File: config.mk
export PLATFORM = sky130hd
export DESIGN_NAME = uart_rx_sampler_flat
export DESIGN_NICKNAME = d
export VERILOG_FILES = /design/src/rtl/uart_rx_sampler_pkg.sv /design/src/rtl/uart_rx_sampler_if.sv /design/src/rtl/uart_rx_edge_bit_counter.sv /design/src/rtl/uart_rx_sampler.sv /design/src/flat_wrapper.sv
export SDC_FILE = /design/constraint.sdc
export NUM_CORES = 1
export LEC_CHECK = 0
export ABC_AREA = 1
export BUFFER_PORTS_ARGS = -buffer_cell sky130_fd_sc_hd__buf_2
export CORE_MARGIN = 1
export CORE_UTILIZATION = 40
export DETAILED_ROUTE_END_ITERATION = 12
export GPL_TIMING_DRIVEN = 0
export SETUP_SLACK_MARGIN = 0.02
export SYNTH_ARGS = -nofsm -noshare
export SYNTH_HDL_FRONTEND = slang
export SYNTH_SLANG_ARGS = --single-unit
File: constraint.sdc
create_clock -name CLK -period 3.7 [get_ports CLK]
set_clock_uncertainty 0.05 [all_clocks]
set_input_delay 0.74 -clock CLK [delete_from_list [all_inputs] [get_ports CLK]]
set_output_delay 0.74 -clock CLK [all_outputs]
set_load 0.01 [all_outputs]
File: src/rtl/uart_rx_sampler_pkg.sv
// Shared widths, line constants and helper functions for the UART RX oversampling front end.
package uart_rx_sampler_pkg;

    localparam int unsigned PRESCALE_W = 6;
    localparam int unsigned BIT_CNT_W  = 4;

    localparam logic [PRESCALE_W-1:0] PRESCALE_8  = PRESCALE_W'(8);
    localparam logic [PRESCALE_W-1:0] PRESCALE_16 = PRESCALE_W'(16);
    localparam logic [PRESCALE_W-1:0] PRESCALE_32 = PRESCALE_W'(32);
    localparam logic                  IDLE_LEVEL  = 1'b1;

    // Anything other than 8/16/32 falls back to the slowest-safe ratio of 8.
    function automatic logic [PRESCALE_W-1:0] legal_prescale(input logic [PRESCALE_W-1:0] p);
        logic [PRESCALE_W-1:0] r;
        case (p)
            PRESCALE_8, PRESCALE_16, PRESCALE_32: r = p;
            default:                              r = PRESCALE_8;
        endcase
        return r;
    endfunction

    function automatic logic majority3(input logic a, input logic b, input logic c);
        return (a & b) | (a & c) | (b & c);
    endfunction

endpackage

File: src/rtl/uart_rx_sampler_if.sv
// Control/status bundle between the RX control FSM (master) and the oversampling front end (slave).
interface uart_rx_sampler_if;
    import uart_rx_sampler_pkg::*;

    logic [PRESCALE_W-1:0] PRESCALE;
    logic                  CNT_EN;
    logic                  DAT_SAMP_EN;
    logic [PRESCALE_W-1:0] EDGE_CNT;
    logic [BIT_CNT_W-1:0]  BIT_CNT;
    logic                  BIT_DONE;
    logic                  SAMPLED_BIT;
    logic                  SAMPLE_VALID;

    modport master (
        output PRESCALE, CNT_EN, DAT_SAMP_EN,
        input  EDGE_CNT, BIT_CNT, BIT_DONE, SAMPLED_BIT, SAMPLE_VALID
    );

    modport slave (
        input  PRESCALE, CNT_EN, DAT_SAMP_EN,
        output EDGE_CNT, BIT_CNT, BIT_DONE, SAMPLED_BIT, SAMPLE_VALID
    );

endinterface

File: src/rtl/uart_rx_edge_bit_counter.sv
// Prescale latch plus per-bit edge counter and saturating frame bit counter.
module uart_rx_edge_bit_counter
    import uart_rx_sampler_pkg::*;
(
    input  logic                  CLK,
    input  logic                  RST,
    input  logic [PRESCALE_W-1:0] prescale,
    input  logic                  cnt_en,
    output logic [PRESCALE_W-1:0] ps,
    output logic                  cnt_active,
    output logic [PRESCALE_W-1:0] edge_cnt,
    output logic [BIT_CNT_W-1:0]  bit_cnt,
    output logic                  bit_done
);

    logic cnt_en_q;
    logic last_edge;

    // The enabling cycle only latches the ratio; counting proper starts one cycle later.
    assign cnt_active = cnt_en & cnt_en_q;
    assign last_edge  = (edge_cnt == PRESCALE_W'(ps - PRESCALE_W'(1)));
    assign bit_done   = cnt_active & last_edge;

    always_ff @(posedge CLK or negedge RST) begin
        if (!RST) begin
            cnt_en_q <= 1'b0;
            ps       <= PRESCALE_8;
            edge_cnt <= '0;
            bit_cnt  <= '0;
        end else begin
            cnt_en_q <= cnt_en;
            if (!cnt_en) begin
                edge_cnt <= '0;
                bit_cnt  <= '0;
            end else if (!cnt_en_q) begin
                ps       <= legal_prescale(prescale);
                edge_cnt <= '0;
            end else if (last_edge) begin
                edge_cnt <= '0;
                if (bit_cnt != {BIT_CNT_W{1'b1}}) begin
                    bit_cnt <= BIT_CNT_W'(bit_cnt + BIT_CNT_W'(1));
                end
            end else begin
                edge_cnt <= PRESCALE_W'(edge_cnt + PRESCALE_W'(1));
            end
        end
    end

endmodule

File: src/rtl/uart_rx_sampler.sv
// UART RX oversampling front end: line synchroniser, edge/bit counting and
// 3-sample majority vote around mid-bit.
module uart_rx_sampler
    import uart_rx_sampler_pkg::*;
(
    input  logic               CLK,
    input  logic               RST,
    input  logic               RX_IN,
    output logic               RX_SYNC,
    uart_rx_sampler_if.slave   bus
);

    logic                  sync_q;
    logic                  s0, s1, s2;
    logic [PRESCALE_W-1:0] ps;
    logic [PRESCALE_W-1:0] half;
    logic                  cnt_active;
    logic                  samp_en;
    logic                  cap0_hit, cap1_hit, cap2_hit, vote_hit;

    uart_rx_edge_bit_counter u_cnt (
        .CLK        (CLK),
        .RST        (RST),
        .prescale   (bus.PRESCALE),
        .cnt_en     (bus.CNT_EN),
        .ps         (ps),
        .cnt_active (cnt_active),
        .edge_cnt   (bus.EDGE_CNT),
        .bit_cnt    (bus.BIT_CNT),
        .bit_done   (bus.BIT_DONE)
    );

    always_ff @(posedge CLK or negedge RST) begin
        if (!RST) begin
            sync_q  <= IDLE_LEVEL;
            RX_SYNC <= IDLE_LEVEL;
        end else begin
            sync_q  <= RX_IN;
            RX_SYNC <= sync_q;
        end
    end

    // Capture points straddle mid-bit: M-1, M, M+1, vote at M+2.
    assign half     = {1'b0, ps[PRESCALE_W-1:1]};
    assign samp_en  = cnt_active & bus.DAT_SAMP_EN;
    assign cap0_hit = (bus.EDGE_CNT == PRESCALE_W'(half - PRESCALE_W'(1)));
    assign cap1_hit = (bus.EDGE_CNT == half);
    assign cap2_hit = (bus.EDGE_CNT == PRESCALE_W'(half + PRESCALE_W'(1)));
    assign vote_hit = (bus.EDGE_CNT == PRESCALE_W'(half + PRESCALE_W'(2)));

    always_ff @(posedge CLK or negedge RST) begin
        if (!RST) begin
            s0               <= IDLE_LEVEL;
            s1               <= IDLE_LEVEL;
            s2               <= IDLE_LEVEL;
            bus.SAMPLED_BIT  <= IDLE_LEVEL;
            bus.SAMPLE_VALID <= 1'b0;
        end else begin
            bus.SAMPLE_VALID <= 1'b0;
            if (samp_en) begin
                if (cap0_hit) s0 <= RX_SYNC;
                if (cap1_hit) s1 <= RX_SYNC;
                if (cap2_hit) s2 <= RX_SYNC;
                if (vote_hit) begin
                    bus.SAMPLED_BIT  <= majority3(s0, s1, s2);
                    bus.SAMPLE_VALID <= 1'b1;
                end
            end
        end
    end

endmodule

File: src/flat_wrapper.sv
// flat-port wrapper written by rule: the top's interface ports become plain ports
module uart_rx_sampler_flat import uart_rx_sampler_pkg::*;
  (CLK, RST, RX_IN, RX_SYNC, bus_PRESCALE, bus_CNT_EN, bus_DAT_SAMP_EN, bus_EDGE_CNT, bus_BIT_CNT, bus_BIT_DONE, bus_SAMPLED_BIT, bus_SAMPLE_VALID);
  uart_rx_sampler_if bus_i ();
  input  logic CLK;
  input  logic RST;
  input  logic RX_IN;
  output logic RX_SYNC;
  input wire logic [$bits(bus_i.PRESCALE)-1:0] bus_PRESCALE;
  input wire logic [$bits(bus_i.CNT_EN)-1:0] bus_CNT_EN;
  input wire logic [$bits(bus_i.DAT_SAMP_EN)-1:0] bus_DAT_SAMP_EN;
  output wire logic [$bits(bus_i.EDGE_CNT)-1:0] bus_EDGE_CNT;
  output wire logic [$bits(bus_i.BIT_CNT)-1:0] bus_BIT_CNT;
  output wire logic [$bits(bus_i.BIT_DONE)-1:0] bus_BIT_DONE;
  output wire logic [$bits(bus_i.SAMPLED_BIT)-1:0] bus_SAMPLED_BIT;
  output wire logic [$bits(bus_i.SAMPLE_VALID)-1:0] bus_SAMPLE_VALID;
  assign bus_i.PRESCALE = bus_PRESCALE;
  assign bus_i.CNT_EN = bus_CNT_EN;
  assign bus_i.DAT_SAMP_EN = bus_DAT_SAMP_EN;
  assign bus_EDGE_CNT = bus_i.EDGE_CNT;
  assign bus_BIT_CNT = bus_i.BIT_CNT;
  assign bus_BIT_DONE = bus_i.BIT_DONE;
  assign bus_SAMPLED_BIT = bus_i.SAMPLED_BIT;
  assign bus_SAMPLE_VALID = bus_i.SAMPLE_VALID;
  uart_rx_sampler u_core (.CLK(CLK), .RST(RST), .RX_IN(RX_IN), .RX_SYNC(RX_SYNC), .bus(bus_i));
endmodule
Word-level counts from Yosys, hierarchy flattened:

Index checks and enable logic that the tools add are counted.

* flip-flop bits (word level): 24
* word-level logic and storage cells: 55
* input port bits: 11

* bitwise operators: 9
* muxes and demuxes: 10
* equality and inequality tests: 12
* reduce and logical (&&, ||, !) cells: 7
* $add $sub $neg: 6

Operators by type and width (count)
* equality test 6 bit: 4
* 2-to-1 mux 6 bit: 4
* 2-to-1 mux 4 bit: 4
* AND reduction 2 bit: 5
* adder 5 x 1 -> 6 bit (second input constant): 1
* adder 5 x 2 -> 6 bit (second input constant): 1
* adder 6 x 1 -> 6 bit (second input constant): 1
* bitwise AND 1 bit: 6
* equality test 6 x 4 -> 1 bit (second input constant): 1
* equality test 6 x 5 -> 1 bit: 1
* equality test 6 x 5 -> 1 bit (second input constant): 1
* equality test 6 bit (second input constant): 1
* != test 2 x 1 -> 1 bit (second input constant): 3
* subtractor 5 x 1 -> 6 bit (second input constant): 1
* subtractor 6 x 1 -> 6 bit (second input constant): 1
* adder 4 x 1 -> 4 bit (second input constant): 1
* != test 4 bit (second input constant): 1
* AND reduction 3 bit: 1
* OR reduction 3 bit: 1
* 2-to-1 mux 1 bit: 2
* OR 1 bit: 2
* inverter 1 bit: 1

Longest topological paths before layout:

Gate-level depths: netlist of the first run.

* word-level depth: 5
* depth in mapped cells: 12
* gate-level depth less buffers: 12

Hierarchy:

From an unflattened synthesis of the first run, not the netlist that was laid out.

* cells, all modules: 269
* area, all modules: 1800.5 µm²

By module, submodules not included
* uart_rx_edge_bit_counter: cells an instance 144, instances 1, area an instance 1038.5 µm²
* uart_rx_sampler: cells an instance 125, instances 1, area an instance 762.0 µm²

Least setup slack after synthesis of the first run:

No wires, ideal clock.

* path kind: register -> output
* start: register u_core.u_cnt.ps[2]
* end: output port bus_BIT_DONE
* buffers on the path: 0
* required time: 2910 ps
* arrival: 1542 ps
* cell stages (with the launch flop): 9
* setup slack: 1368 ps
* cells stage by stage: dfrtp_1 -> inv_1 -> ha_1 -> inv_1 -> a21oi_1 -> nor2_1 -> nor2_2 -> nand3_2 -> nor2_1

* cells in the longest elaborated chain, start to end: 3

Ends and longest elaborated chain
* start, declared: RTL line uart_rx_edge_bit_counter.sv:9 `output logic [PRESCALE_W-1:0] ps,`
* start signal, assigned: RTL line uart_rx_edge_bit_counter.sv:36 `ps <= legal_prescale(prescale);`
* subtractor 6 x 1 -> 6 bit: RTL line uart_rx_edge_bit_counter.sv:21 `assign last_edge = (edge_cnt == PRESCALE_W'(ps - PRESCALE_W'(1)));`
* equality test 6 bit: RTL line uart_rx_edge_bit_counter.sv:21
* bitwise AND 1 bit: RTL line uart_rx_edge_bit_counter.sv:22 `assign bit_done = cnt_active & last_edge;`
* end, declared: RTL line flat_wrapper.sv:14 `output wire logic [$bits(bus_i.BIT_DONE)-1:0] bus_BIT_DONE;`

No other way between the ends.

Worst setup path after layout of the first run:

Ends and elaborated chain as after synthesis.

==> impl_metrics.env, run 1 <==
export IMPL_drtIter0Drc=61
export IMPL_worstPathCellList="inv_1 > ha_1 > inv_1 > a21oi_1 > nor2_1 > nor2_2 > nand3_2 > nor2_1 > buf_2"
export IMPL_synth_top_area_frac=0.2498
export IMPL_diodes=0
export IMPL_worst_path_largest_cell_delay_ns=0.45
export IMPL_fin_crit_sh=0.7940
export IMPL_routedWlPerCell_microns=10.57
export IMPL_drtAntennaViolNets=0
export IMPL_multi_input_area_sq_um=919.6
export IMPL_power_uw=599.4
export IMPL_dpl_cell_count=318
export IMPL_cp_buffers_inverters=3
export IMPL_min_path_type="register to register"
export IMPL_clock_sinks=24
export IMPL_drive_gt1_frac=0.1912
export IMPL_crit_family="simple AND/OR/NAND/NOR gates"
export IMPL_rr_startpoint="u_core.u_cnt.ps[2]$_DFFE_PN0P_"
export IMPL_synthTopCellsByArea="dfrtp_1, nand2_1, dfstp_2, inv_1, ha_1"
export IMPL_crit_path_start_kind="register"
export IMPL_grt_overflow=0
export IMPL_ys_seq_area_frac=0.3578
export IMPL_worstHoldStart="u_core.sync_q$_DFF_PN1_"
export IMPL_cts_resized=0
export IMPL_grt_antenna_before_repair=0
export IMPL_vias=1513
export IMPL_setup_viol=0
export IMPL_setup_slack_ns=0.7623
export IMPL_place_hpwl_microns=2673
export IMPL_clkLatencyLatePin_ns=0.27
export IMPL_cts_clk_slew_worst_paths_ns=0.09
export IMPL_arrival_ns=2.15
export IMPL_critPathCaptureType="primary output"
export IMPL_synthToLayoutAreaGrowth_pct=14.92
export IMPL_synth_seq_cells=24
export IMPL_hold_buffers=0
export IMPL_start_util=0.4197
export IMPL_rsz0062_at_grt="no"
export IMPL_coreArea_sq_mm=0.004058
export IMPL_first_global_vias=1337
export IMPL_port_buffers=24
export IMPL_post_cts_buffers=0
export IMPL_die_x_microns=67.25
export IMPL_slew_headroom=0.5901
export IMPL_fin_crit_ns=2.938
export IMPL_dp_slack_ns=1.090
export IMPL_synth_fp_nets=264
export IMPL_setup_tns_ns=0
export IMPL_cts_root_buf="clkbuf_8"
export IMPL_finalNetCount=293
export IMPL_fmax_ghz=0.3404
export IMPL_layout_cells_non_filler=322
export IMPL_syn_area_per_cell_sq_um=6.979
export IMPL_power_leakage_uw=0.001067
export IMPL_finalHoldViolCount=0
export IMPL_peakVddDrop_mv=0.1477
export IMPL_drv_slew=0
export IMPL_crit_fanout=8
export IMPL_fill_cells=424
export IMPL_firstDrtPassIters=5
export IMPL_drv_cap=0
export IMPL_synth_cells=244
export IMPL_synth_cell_types=26
export IMPL_place_area_sq_mm=0.001886
export IMPL_synth_area_sq_mm=0.001703
export IMPL_routabilityCongestion=0.7918
export IMPL_rows=23
export IMPL_cts_tree="yes"
export IMPL_drcViolationCount=0
export IMPL_vias_per_cell=4.699
export IMPL_cp_startpoint="u_core.u_cnt.ps[2]$_DFFE_PN0P_"
export IMPL_grt_pass1_wl_microns=5706
export IMPL_cp_slowest_cell="dfrtp_1"
export IMPL_power_density_mw_per_mm2=306.3
export IMPL_yosys_area_top_type="dfrtp_1"
export IMPL_cts_made_buffers=3
export IMPL_cts_max_level=1
export IMPL_required_ns=2.91
export IMPL_final_cell_area_sq_mm=0.001957
export IMPL_critPathKind="register to primary output"
export IMPL_status="completed"
export IMPL_routed_wl_microns=3402
export IMPL_cts_buffer_depth=2
export IMPL_dieArea_sq_mm=0.004522
export IMPL_ioPinCount=25
export IMPL_worstMarginPinSlew_ns=0.6126
export IMPL_grt_max_degree=25
export IMPL_die_height_microns=67.25
export IMPL_layout_area_seq_sq_um=609.3
export IMPL_yosys_warnings=0
export IMPL_grtUsageTotal=0.1701
synth_stat cells, drive strengths merged:
master   n
nand2   82
inv     40
nor2    30
dfrtp   17
nand3   16
ha       9
a21oi    7
dfstp    7
xor2     7
nor3     5
xnor2    5
nand4    4
o21ai    4
buf      3
nand3b   3
o211ai   2
a31oi    1
o22ai    1
or2      1
stage by stage:
step	hold WS (ns)	util
6_report	0.3160	0.4823
3_5_place_dp	0.3050	0.4647
4_1_cts	0.3189	0.4823
2_1_floorplan	0.2952	-
3_3_place_gp	0.2973	0.4647
5_1_grt	0.3226	0.4823
path summary, 6_finish.rpt:
| kind | end | slack (ns) | cells past startpoint |
|---|---|---|---|
| setup reg to reg | u_core.u_cnt.edge_cnt[3]$_DFF_PN0_ | 1.65 | 10 |
| setup / recovery | bus_BIT_DONE | 0.76 | 9 |
| hold reg to reg | u_core.RX_SYNC$_DFF_PN1_ | 0.32 | 0 |
| min in group asynchronous | u_core.bus.SAMPLE_VALID$_DFF_PN0_ | 0.39 | 1 |
| hold / removal | u_core.RX_SYNC$_DFF_PN1_ | 0.32 | 0 |
| max in group asynchronous | u_core.u_cnt.ps[3]$_DFFE_PN1P_ | 2.83 | 1 |
sequential cells by signal, summed over array words and instances (netlist names):
signal and cells:
u_core.bus.SAMPLE_VALID 1, u_core.bus.SAMPLED_BIT 1, u_core.RX_SYNC 1, u_core.u_cnt.cnt_en_q 1, u_core.s0 1, u_core.s1 1
u_core.sync_q 1, u_core.u_cnt.edge_cnt 6, u_core.s2 1, u_core.u_cnt.bit_cnt 4, u_core.u_cnt.ps 6
cell usage in the layout (no fill, tap or decap), drive strengths merged:
cell    instances
o22ai           1
nand4           4
o211ai          2
o21ai           4
or2             1
ha              9
dfrtp          17
xnor2           5
bufinv          1
dfstp           7
buf            27
nand2          82
nor3            5
nand3          16
inv            40
nor2           30
nand3b          3
clkbuf          3
a31oi           1
a21oi           7
xor2            7
final cells by class:
class / count / area share
inverter: 40 / 0.07673
sequential: 24 / 0.3114
clock buffer: 3 / 0.02110
clock inverter: 1 / 0.01535
timing repair buffer: 24 / 0.06138
tap: 50 / 0.03197
buffer: 3 / 0.01215
multi-input combinational: 177 / 0.4699
power breakdown:
group / total [uW] / internal (uW) / switching (uW)
Combinational: 76.9 / 29.4 / 47.6
Sequential: 289 / 276 / 12.6
Clock: 234 / 145 / 89.1
cells by family after synthesis:
kind of cell | synth area share
flip-flops | 0.3578
adder cells (fa/ha/maj) | 0.06613
XOR/XNOR | 0.06172
AND/OR/NAND/NOR | 0.3637
AO/OA/AOI/OAI | 0.04849
buffers and inverters | 0.1021
routing by layer:
metal	global-route usage	wire, microns
met5	0	0
met4	0.06649	47
met3	0.03041	140
met2	0.2813	1499
met1	0.2184	1715
(Power assumes the default switching activity.)
==> run 2, diff against run 1 <==
==> constraint.sdc (replaced) <==
create_clock -name CLK -period 2.69 [get_ports CLK]
set_clock_uncertainty 0.05 [all_clocks]
set_input_delay 0.538 -clock CLK [delete_from_list [all_inputs] [get_ports CLK]]
set_output_delay 0.538 -clock CLK [all_outputs]
set_load 0.01 [all_outputs]
==> impl_metrics.env, run 2 (synthesized netlist as in run 1, its figures left out) <==
export IMPL_setup_viol=0
export IMPL_die_x_microns=67.25
export IMPL_drive_gt1_frac=0.2022
export IMPL_ioPinCount=25
export IMPL_start_util=0.4197
export IMPL_cpMostUsedCell="nand2_1"
export IMPL_gr_usage_met2=0.2813
export IMPL_grt_max_degree=25
export IMPL_grtUsageTotal=0.1701
export IMPL_drcViolationCount=0
export IMPL_setup_tns_ns=0
export IMPL_critPathKind="register to primary output"
export IMPL_place_hpwl_microns=2673
export IMPL_crit_path_start_kind="register"
export IMPL_clkLatencyLatePin_ns=0.27
export IMPL_clock_sinks=24
export IMPL_fin_crit_ns=2.560
export IMPL_routed_wl_microns=3409
export IMPL_cts_buffer_depth=2
export IMPL_worstPathCellList="inv_2 > ha_1 > inv_1 > nand2_1 > nand2_1 > nor2_1 > nand2_1 > nor2_2 > nand3_2 > nor2_1 > buf_2"
export IMPL_reg_largest_list="u_core.u_cnt.edge_cnt (6), u_core.u_cnt.ps (6), u_core.u_cnt.bit_cnt (4)"
export IMPL_cts_clk_slew_worst_paths_ns=0.09
export IMPL_die_height_microns=67.25
export IMPL_fin_crit_sh=0.9517
export IMPL_power_leakage_uw=0.001069
export IMPL_grt_overflow=0
export IMPL_cts_root_buf="clkbuf_8"
export IMPL_synthToLayoutAreaGrowth_pct=15.43
export IMPL_min_path_type="primary input to asynchronous set/reset pin"
export IMPL_finalNetCount=293
export IMPL_routabilityCongestion=0.7918
export IMPL_cts_max_level=1
export IMPL_coreArea_sq_mm=0.004058
export IMPL_fmax_ghz=0.3906
export IMPL_cp_buffers_inverters=3
export IMPL_drtAntennaViolNets=0
export IMPL_port_buffers=24
export IMPL_reg2regPathDepth=12
export IMPL_firstDrtPassIters=4
export IMPL_setup_slack_ns=0.1298
export IMPL_power_uw=825.2
export IMPL_status="completed"
export IMPL_routedWlPerCell_microns=10.59
export IMPL_required_ns=2.10
export IMPL_hold_buffers=0
export IMPL_hold_ws_ns=0.1919
export IMPL_crit_cells=11
export IMPL_cts_made_buffers=3
export IMPL_cts_tree="yes"
export IMPL_cp_slowest_cell="dfrtp_1"
export IMPL_crit_family="simple AND/OR/NAND/NOR gates"
export IMPL_fill_cells=423
export IMPL_dp_slack_ns=0.2821
export IMPL_vias_per_cell=4.720
export IMPL_layout_commonest_cell="nand2_1"
export IMPL_vias=1520
export IMPL_peakVddDrop_mv=0.2034
export IMPL_worst_path_largest_cell_delay_ns=0.46
export IMPL_dpl_cell_count=318
export IMPL_mostFrequentLayoutCells="nand2_1, inv_1, nor2_1"
export IMPL_rsz0062_at_grt="no"
export IMPL_slew_headroom=0.5889
export IMPL_use_met1=0.2184
export IMPL_drv_slew=0
export IMPL_top_usage_layer="met2"
export IMPL_diodes=0
export IMPL_grt_antenna_before_repair=0
export IMPL_worstMarginPinSlew_ns=0.6144
export IMPL_grtUsageMet3=0.03041
export IMPL_power_density_mw_per_mm2=419.8
export IMPL_arrival_ns=1.97
export IMPL_dieArea_sq_mm=0.004522
export IMPL_rows=23
export IMPL_drtIter0Drc=58
export IMPL_crit_fanout=6
export IMPL_drv_cap=0
export IMPL_grt_pass1_wl_microns=5706
export IMPL_finalHoldViolCount=0
export IMPL_layout_cells_non_filler=322
export IMPL_critPathCaptureType="primary output"
export IMPL_first_global_vias=1337
==> run 2: final timing paths <==
kind                                                     start                                 end  slack, ns
worst max-delay path            u_core.u_cnt.ps[1]$_DFFE_PN0P_                        bus_BIT_DONE       0.13
worst min-delay path                                       RST   u_core.bus.SAMPLE_VALID$_DFF_PN0_       0.19
worst max register to register  u_core.u_cnt.ps[1]$_DFFE_PN0P_  u_core.u_cnt.edge_cnt[3]$_DFF_PN0_       0.81
worst min register to register         u_core.sync_q$_DFF_PN1_            u_core.RX_SYNC$_DFF_PN1_       0.32
max in group asynchronous                                  RST      u_core.u_cnt.ps[2]$_DFFE_PN0P_       2.00
min in group CLK                                         RX_IN             u_core.sync_q$_DFF_PN1_       0.30
==> run 2: what timing repair did <==
item | CTS | global route
endpoints found under the hold margin | 0 | 0
pin swaps | 0 | 1
setup buffers | 0 | 0
gates cloned | 0 | 0
resized for setup | 1 | 4
setup endpoints to repair | 1 | 1
==> run 2: cell type report <==
| cell class | count | area [sq um] | area share |
|---|---|---|---|
| clock inverter | 1 | 30.03 | 0.01528 |
| sequential | 24 | 610.6 | 0.3106 |
| timing repair buffer | 24 | 120.1 | 0.06111 |
| clock buffer | 3 | 41.29 | 0.02101 |
| multi-input combinational | 177 | 924.6 | 0.4704 |
| tap | 50 | 62.56 | 0.03183 |
| inverter | 40 | 152.6 | 0.07766 |
| buffer | 3 | 23.77 | 0.01209 |
==> run 2: worst reg2reg max path, stage by stage (launching register included) <==
cell and delay [ns]:
dfrtp_1 0.46, inv_2 0.10, ha_1 0.30, inv_1 0.04, nand2_1 0.05, nand2_1 0.05
nor2_1 0.09, nand2_1 0.07, nor2_2 0.16, nand3_2 0.14, nand2_2 0.14, or2_1 0.11
inv_1 0.03
==> run 2: layer usage <==
metal / share of wire / vias to the layer above
met1: 0.50 / 672
met4: 0.014 / 0
li1: - / 818
met3: 0.040 / 5
met5: 0 / -
met2: 0.44 / 25
==> run 2: power breakdown <==
| group | leakage (uW) | switching (uW) | internal (uW) |
|---|---|---|---|
| sequential | 0.000301 | 17.3 | 380 |
| combinational | 0.000732 | 65.7 | 40.9 |
| clock | 0.0000357 | 123 | 199 |
==> run 2: stage by stage <==
| stage | cell area, sq um | util |
|---|---|---|
| 6_report | 1966 | 0.4844 |
| 3_5_place_dp | 1886 | 0.4647 |
| 3_3_place_gp | 1886 | 0.4647 |
| 5_1_grt | 1966 | 0.4844 |
| 2_1_floorplan | 1703 | - |
| 4_1_cts | 1957 | 0.4823 |
